File: src/rtl/capture_readout_if.sv
// capture_readout_if: BRAM read port and output stream of the capture readout engine
interface capture_readout_if #(
  parameter int ADDR_W = 18,
  parameter int DATA_W = 8
);
  logic              bram_en;
  logic [ADDR_W-1:0] bram_addr;
  logic [DATA_W-1:0] bram_dout;
  logic [DATA_W-1:0] m_data;
  logic              m_valid;
  logic              m_ready;
  modport master (output bram_en, bram_addr, m_data, m_valid, input bram_dout, m_ready);
  modport slave (input bram_en, bram_addr, m_data, m_valid, output bram_dout, m_ready);
endinterface

File: src/rtl/capture_readout.sv
// capture_readout: streams BRAM samples 0..length-1 to a host link through a 2-entry buffer
module capture_readout #(
  parameter int ADDR_W = 18,
  parameter int DATA_W = 8
) (
  input  logic              clk,
  input  logic              resetn,
  input  logic              start_i,
  input  logic              abort_i,
  input  logic [ADDR_W:0]   length_i,
  capture_readout_if.master bus,
  output logic              busy_o,
  output logic              done_o,
  output logic [ADDR_W:0]   sent_count_o
);
  typedef enum logic [1:0] {IDLE, READ, DRAIN} state_e;
  localparam logic [ADDR_W:0] FULL = (ADDR_W+1)'(1) << ADDR_W;
  state_e            state_q, state_d;
  logic [ADDR_W:0]   len_q, len_d, ptr_q, ptr_d, sent_q, sent_d;
  logic [DATA_W-1:0] mem_q [2];
  logic              wr_q, rd_q, infl_q, infl_d, done_q, done_d;
  logic [1:0]        cnt_q, cnt_d;
  logic              en, xfer, push, pop, start_ok, finish, flush;
  // the read in flight counts as a buffered entry and is bypassed straight to the link when the FIFO is empty
  always_comb begin
    bus.m_valid = cnt_q != 2'd0 || infl_q;
    bus.m_data = cnt_q != 2'd0 ? mem_q[rd_q] : infl_q ? bus.bram_dout : '0;
    xfer = bus.m_valid && bus.m_ready;
    pop = xfer && cnt_q != 2'd0;
    push = infl_q && !(xfer && cnt_q == 2'd0);
    en = state_q == READ && (3'(cnt_q) + 3'(infl_q)) < 3'd2 && ptr_q < len_q;
    bus.bram_en = en;
    bus.bram_addr = ptr_q[ADDR_W] ? '1 : ptr_q[ADDR_W-1:0];
    start_ok = state_q == IDLE && start_i && !abort_i;
    flush = abort_i && state_q != IDLE;
    len_d = length_i > FULL ? FULL : length_i;
    ptr_d = start_ok ? '0 : ptr_q + (ADDR_W+1)'(en);
    sent_d = start_ok ? '0 : sent_q + (ADDR_W+1)'(xfer && sent_q < len_q);
    cnt_d = flush ? 2'd0 : cnt_q + 2'(push) - 2'(pop);
    infl_d = flush ? 1'b0 : en;
    finish = cnt_d == 2'd0 && !infl_d;
    state_d = state_q;
    done_d = 1'b0;
    case (state_q)
      IDLE: if (start_ok) begin
        state_d = len_d == '0 ? IDLE : READ;
        done_d = len_d == '0;
      end
      READ: state_d = ptr_d == len_q ? DRAIN : READ;
      DRAIN: if (finish) begin
        state_d = IDLE;
        done_d = 1'b1;
      end
      default: state_d = IDLE;
    endcase
    if (flush) begin
      state_d = IDLE;
      done_d = 1'b0;
    end
  end
  always_ff @(posedge clk or negedge resetn) begin
    if (!resetn) begin
      state_q <= IDLE;
      len_q <= '0;
      ptr_q <= '0;
      sent_q <= '0;
      cnt_q <= '0;
      infl_q <= 1'b0;
      done_q <= 1'b0;
      wr_q <= 1'b0;
      rd_q <= 1'b0;
      mem_q[0] <= '0;
      mem_q[1] <= '0;
    end else begin
      state_q <= state_d;
      len_q <= start_ok ? len_d : len_q;
      ptr_q <= ptr_d;
      sent_q <= sent_d;
      cnt_q <= cnt_d;
      infl_q <= infl_d;
      done_q <= done_d;
      wr_q <= flush ? 1'b0 : wr_q ^ push;
      rd_q <= flush ? 1'b0 : rd_q ^ pop;
      if (push) mem_q[wr_q] <= bus.bram_dout;
    end
  end
  assign busy_o = state_q != IDLE;
  assign done_o = done_q;
  assign sent_count_o = sent_q;
endmodule

File: src/flat_wrapper.sv
// flat-port wrapper written by rule: the top's interface ports become plain ports
module capture_readout_flat 
#(
  parameter int ADDR_W = 18,
  parameter int DATA_W = 8
)
  (clk, resetn, start_i, abort_i, length_i, busy_o, done_o, sent_count_o, bus_bram_en, bus_bram_addr, bus_m_data, bus_m_valid, bus_bram_dout, bus_m_ready);
  capture_readout_if #(.ADDR_W(ADDR_W), .DATA_W(DATA_W)) bus_i ();
  input  logic clk;
  input  logic resetn;
  input  logic start_i;
  input  logic abort_i;
  input  logic [ADDR_W:0] length_i;
  output logic busy_o;
  output logic done_o;
  output logic [ADDR_W:0] sent_count_o;
  output wire logic [$bits(bus_i.bram_en)-1:0] bus_bram_en;
  output wire logic [$bits(bus_i.bram_addr)-1:0] bus_bram_addr;
  output wire logic [$bits(bus_i.m_data)-1:0] bus_m_data;
  output wire logic [$bits(bus_i.m_valid)-1:0] bus_m_valid;
  input wire logic [$bits(bus_i.bram_dout)-1:0] bus_bram_dout;
  input wire logic [$bits(bus_i.m_ready)-1:0] bus_m_ready;
  assign bus_bram_en = bus_i.bram_en;
  assign bus_bram_addr = bus_i.bram_addr;
  assign bus_m_data = bus_i.m_data;
  assign bus_m_valid = bus_i.m_valid;
  assign bus_i.bram_dout = bus_bram_dout;
  assign bus_i.m_ready = bus_m_ready;
  capture_readout #(.ADDR_W(ADDR_W), .DATA_W(DATA_W)) u_core (.clk(clk), .resetn(resetn), .start_i(start_i), .abort_i(abort_i), .length_i(length_i), .bus(bus_i), .busy_o(busy_o), .done_o(done_o), .sent_count_o(sent_count_o));
endmodule
File: config.mk
export PLATFORM = sky130hd
export DESIGN_NAME = capture_readout_flat
export DESIGN_NICKNAME = d
export VERILOG_FILES = /design/src/rtl/capture_readout_if.sv /design/src/rtl/capture_readout.sv /design/src/flat_wrapper.sv
export SDC_FILE = /design/constraint.sdc
export NUM_CORES = 1
export LEC_CHECK = 0
export CAP_MARGIN = 10
export CORE_UTILIZATION = 24
export CTS_BUF_LIST = sky130_fd_sc_hd__clkbuf_4
export CTS_CLUSTER_DIAMETER = 120
export DETAILED_ROUTE_END_ITERATION = 8
export MAX_ROUTING_LAYER = met4
export SLEW_MARGIN = 25
export SYNTH_ARGS = -nofsm -noshare
export SYNTH_HDL_FRONTEND = slang
export SYNTH_SLANG_ARGS = --single-unit
File: constraint.sdc
create_clock -name clk -period 5.15 [get_ports clk]
set_input_delay 1.545 -clock clk [delete_from_list [all_inputs] [get_ports clk]]
set_output_delay 1.545 -clock clk [all_outputs]
set_load 0.01 [all_outputs]
==> metrics.md <==
| Metric | Value |
|---|---|
| Placed instance area | 0.006241 mm2 |
| Fill cell count | 2247 |
| Post-DP HPWL | 10770 um |
| Final Hold Viols | 0 |
| Fmax | 219.9 MHz |
| Final Skew | 0.007757 ns |
| Clock Latency Late Sink | 0.45 ns |
| Post-Route WL | 13910 um |
| Post-CTS setup buffers | 0 |
| Setup TNS | 0 ns |
| Residual DRC | 0 |
| Port Buffer Count | 80 |
| Avg Cell Area, Syn | 9.603 um2 |
| Post-DRT Antenna Nets | 0 |
| Post-synth top area cell | dfrtp_1 |
| Worst slack, placed | 0.7271 ns |
| Max Transition Viols Final | 0 |
| Peak supply drop | 99.25 uV |
| Crit path max fanout | 7 |
| Via count | 4196 |
| Design Power | 2.066 mW |
| Startpoint Class | register |
| Die footprint | 0.02216 mm2 |
| Gr ovfl total | 0 |
| Worst min path class | register to register |
| Sequential cell area | 0.002027 mm2 |
| CTS Buf Count | 9 |
| Top post-synthesis cells by area | dfrtp_1, ha_1, mux2_2 |
| Die Wd | 148.9 um |
| Max-cap violations | 0 |
| CTS Hold Bufs | 0 |
| Hold_ws | 0.5257 ns |
| Lkg Pwr | 2.854 nW |
| Sequential area share after synthesis | 39.16% |
| Area Overhead vs Synth | 23.95% |
| Core region area | 0.02109 mm2 |
| TritonCTS clock tree | done |
| CTS resizes | 0 |
| Share of cells above drive strength 1 | 10.95% |
| RSZ-0062 raised after global routing | no |
| Distinct cells, synth | 59 |
| Syn_nets | 615 |
| Ratio of final minimum period to clock period | 88.31% |
| Final cell utilization of the core | 30.43% |
| Top Ports | 81 |
| First-pass DRT Iterations | 4 |
| Endpoints failing setup | 0 |
| Synth Cell Area | 0.005176 mm2 |
| Final min period | 4.548 ns |
| Vias in the first global route | 4092 |
| PD cells | 322.0 mW/mm2 |
| Fin nets | 692 |
| CTS Sinks | 81 |
| DR iter-0 viols | 265 |
| Num rows | 53 |
| Area of the multi-input gates | 0.002917 mm2 |
| Fin cells | 897 |
| Synth top area share | 39.16% |
| Worst Setup End Kind | output port |
| Most frequent cells in the layout | dfrtp_1, clkdlybuf4s50_1, nand2_1, ha_1, nor2_1 |
| Starting Density | 24.55% |
| Synthesized flop and latch total | 81 |
| Critical path class | register to output port |
| RD Place Congestion | 0.7989 |
| Post-synth EDFFs | 0 |
| Ys async rst share | 100.0% |
| Reg clk slew, reported paths | 0.14 ns |
| Max Buffers Root-to-Sink | 2 |
| Die Y | 148.9 um |
| Dpl cells | 880 |
| R2r setup slk | 0.73 ns |
| Critical Path RT | 3.61 ns |
| Synth warn | 0 |
| CTS root buffer | clkbuf_4 |
| Final instance area | 0.006416 mm2 |
| Critical Path AT | 3.00 ns |
| Leading cell type in the layout, fill and taps excluded | dfrtp_1 |
| Setup WS post-layout | 0.6020 ns |
| Main flop type after synthesis | dfrtp_1 |
| Status | finished clean |
| Max transition margin | 48.07% |
| Routed WL per cell | 15.50 um |
| Antenna violations before repair | 1 |
| Pin count of the biggest net entering global routing | 49 |
| Global-route wire length before repair | 22310 um |
| Max H-tree Level | 3 |
| Post-Synthesis Cells | 539 |
| Total GRT Usage | 13.46% |
| Via density | 4.678 |
| Worst-Margin Slew | 0.7757 ns |
## synth_stat cells, types with 5 or more instances
master     n
dfrtp_1   81
inv_1     31
a21oi_1   15
ha_1      44
nand2_1   45
mux2_2    16
nand3_1   21
a21o_1    13
nand4_1   14
nor4_1    15
and2_1     8
or2_2     15
nor2b_1    5
xnor2_1   18
o21ai_0   34
and3_1     9
nor3_1     8
mux2i_1   15
nor2_1    41
clkbuf_1   8
nand2b_1   6
xor2_1    17
## final timing paths
| path | start | to | cells after the start |
|---|---|---|---|
| worst max-delay path | u_core.ptr_q[8] | bus_bram_en | 8 |
| worst min-delay path | u_core.mem_q[6] | u_core.mem_q[6] | 1 |
| worst max register to register | u_core.ptr_q[8] | u_core.state_q[0] | 15 |
| worst min register to register | u_core.mem_q[6] | u_core.mem_q[6] | 1 |
| max in group asynchronous | resetn | u_core.sent_count_o[9] | 2 |
| min in group asynchronous | resetn | u_core.done_o | 1 |
## sequential cells by signal, indices dropped and copies added, names as in the netlist, 2 cells and up
signal and flops:
u_core.cnt_q 2, u_core.len_q 19, u_core.mem_q 16, u_core.ptr_q 19
u_core.sent_count_o 19, u_core.state_q 2
## layer usage
metal	global-route usage [%]	vias up	part of all wire, %
li1	-	2084	-
met1	17.40	2033	48
met2	21.29	57	47
met3	2.141	22	2.5
met4	4.745	0	2.1
met5	-	-	0
## where the power goes
group	switching [mW]	internal [mW]
logic	0.340	0.402
clock network	0.253	0.202
registers	0.114	0.756
total	0.707	1.36
## worst max-delay path, cell delays in order, from the launching register on
cell and delay (ns):
dfrtp_1 0.51, ha_1 0.35, a21o_1 0.18, a21o_1 0.17, a21oi_1 0.21, o2111ai_1 0.14, a21oi_1 0.27, buf_4 0.19
clkdlybuf4s50_1 0.55
## cell families (layout without fill, tap and decap cells)
group / count (synthesis) / count (layout) / synth area share, %
and+or+nand+nor: 205 / 205 / 21.49
muxes: 31 / 31 / 6.381
xor gates and xnor gates: 35 / 35 / 5.922
buffers and inverters: 51 / 133 / 4.544
other: 0 / 1 / 0
AOI/OAI and AO/OA: 92 / 92 / 11.87
DFF: 81 / 81 / 39.16
adders and majority gates: 44 / 44 / 10.64
## layout make-up
cell class | count | share of cell area (%)
multi-input cells | 407 | 45.46
diodes | 1 | 0.03900
clock buffers | 9 | 1.053
flip-flops and latches | 81 | 31.59
clock inverters | 7 | 1.599
repair buffers | 85 | 13.03
well taps | 275 | 5.363
inverters | 32 | 1.872
Note: power is estimated with default switching activity, not from simulation.
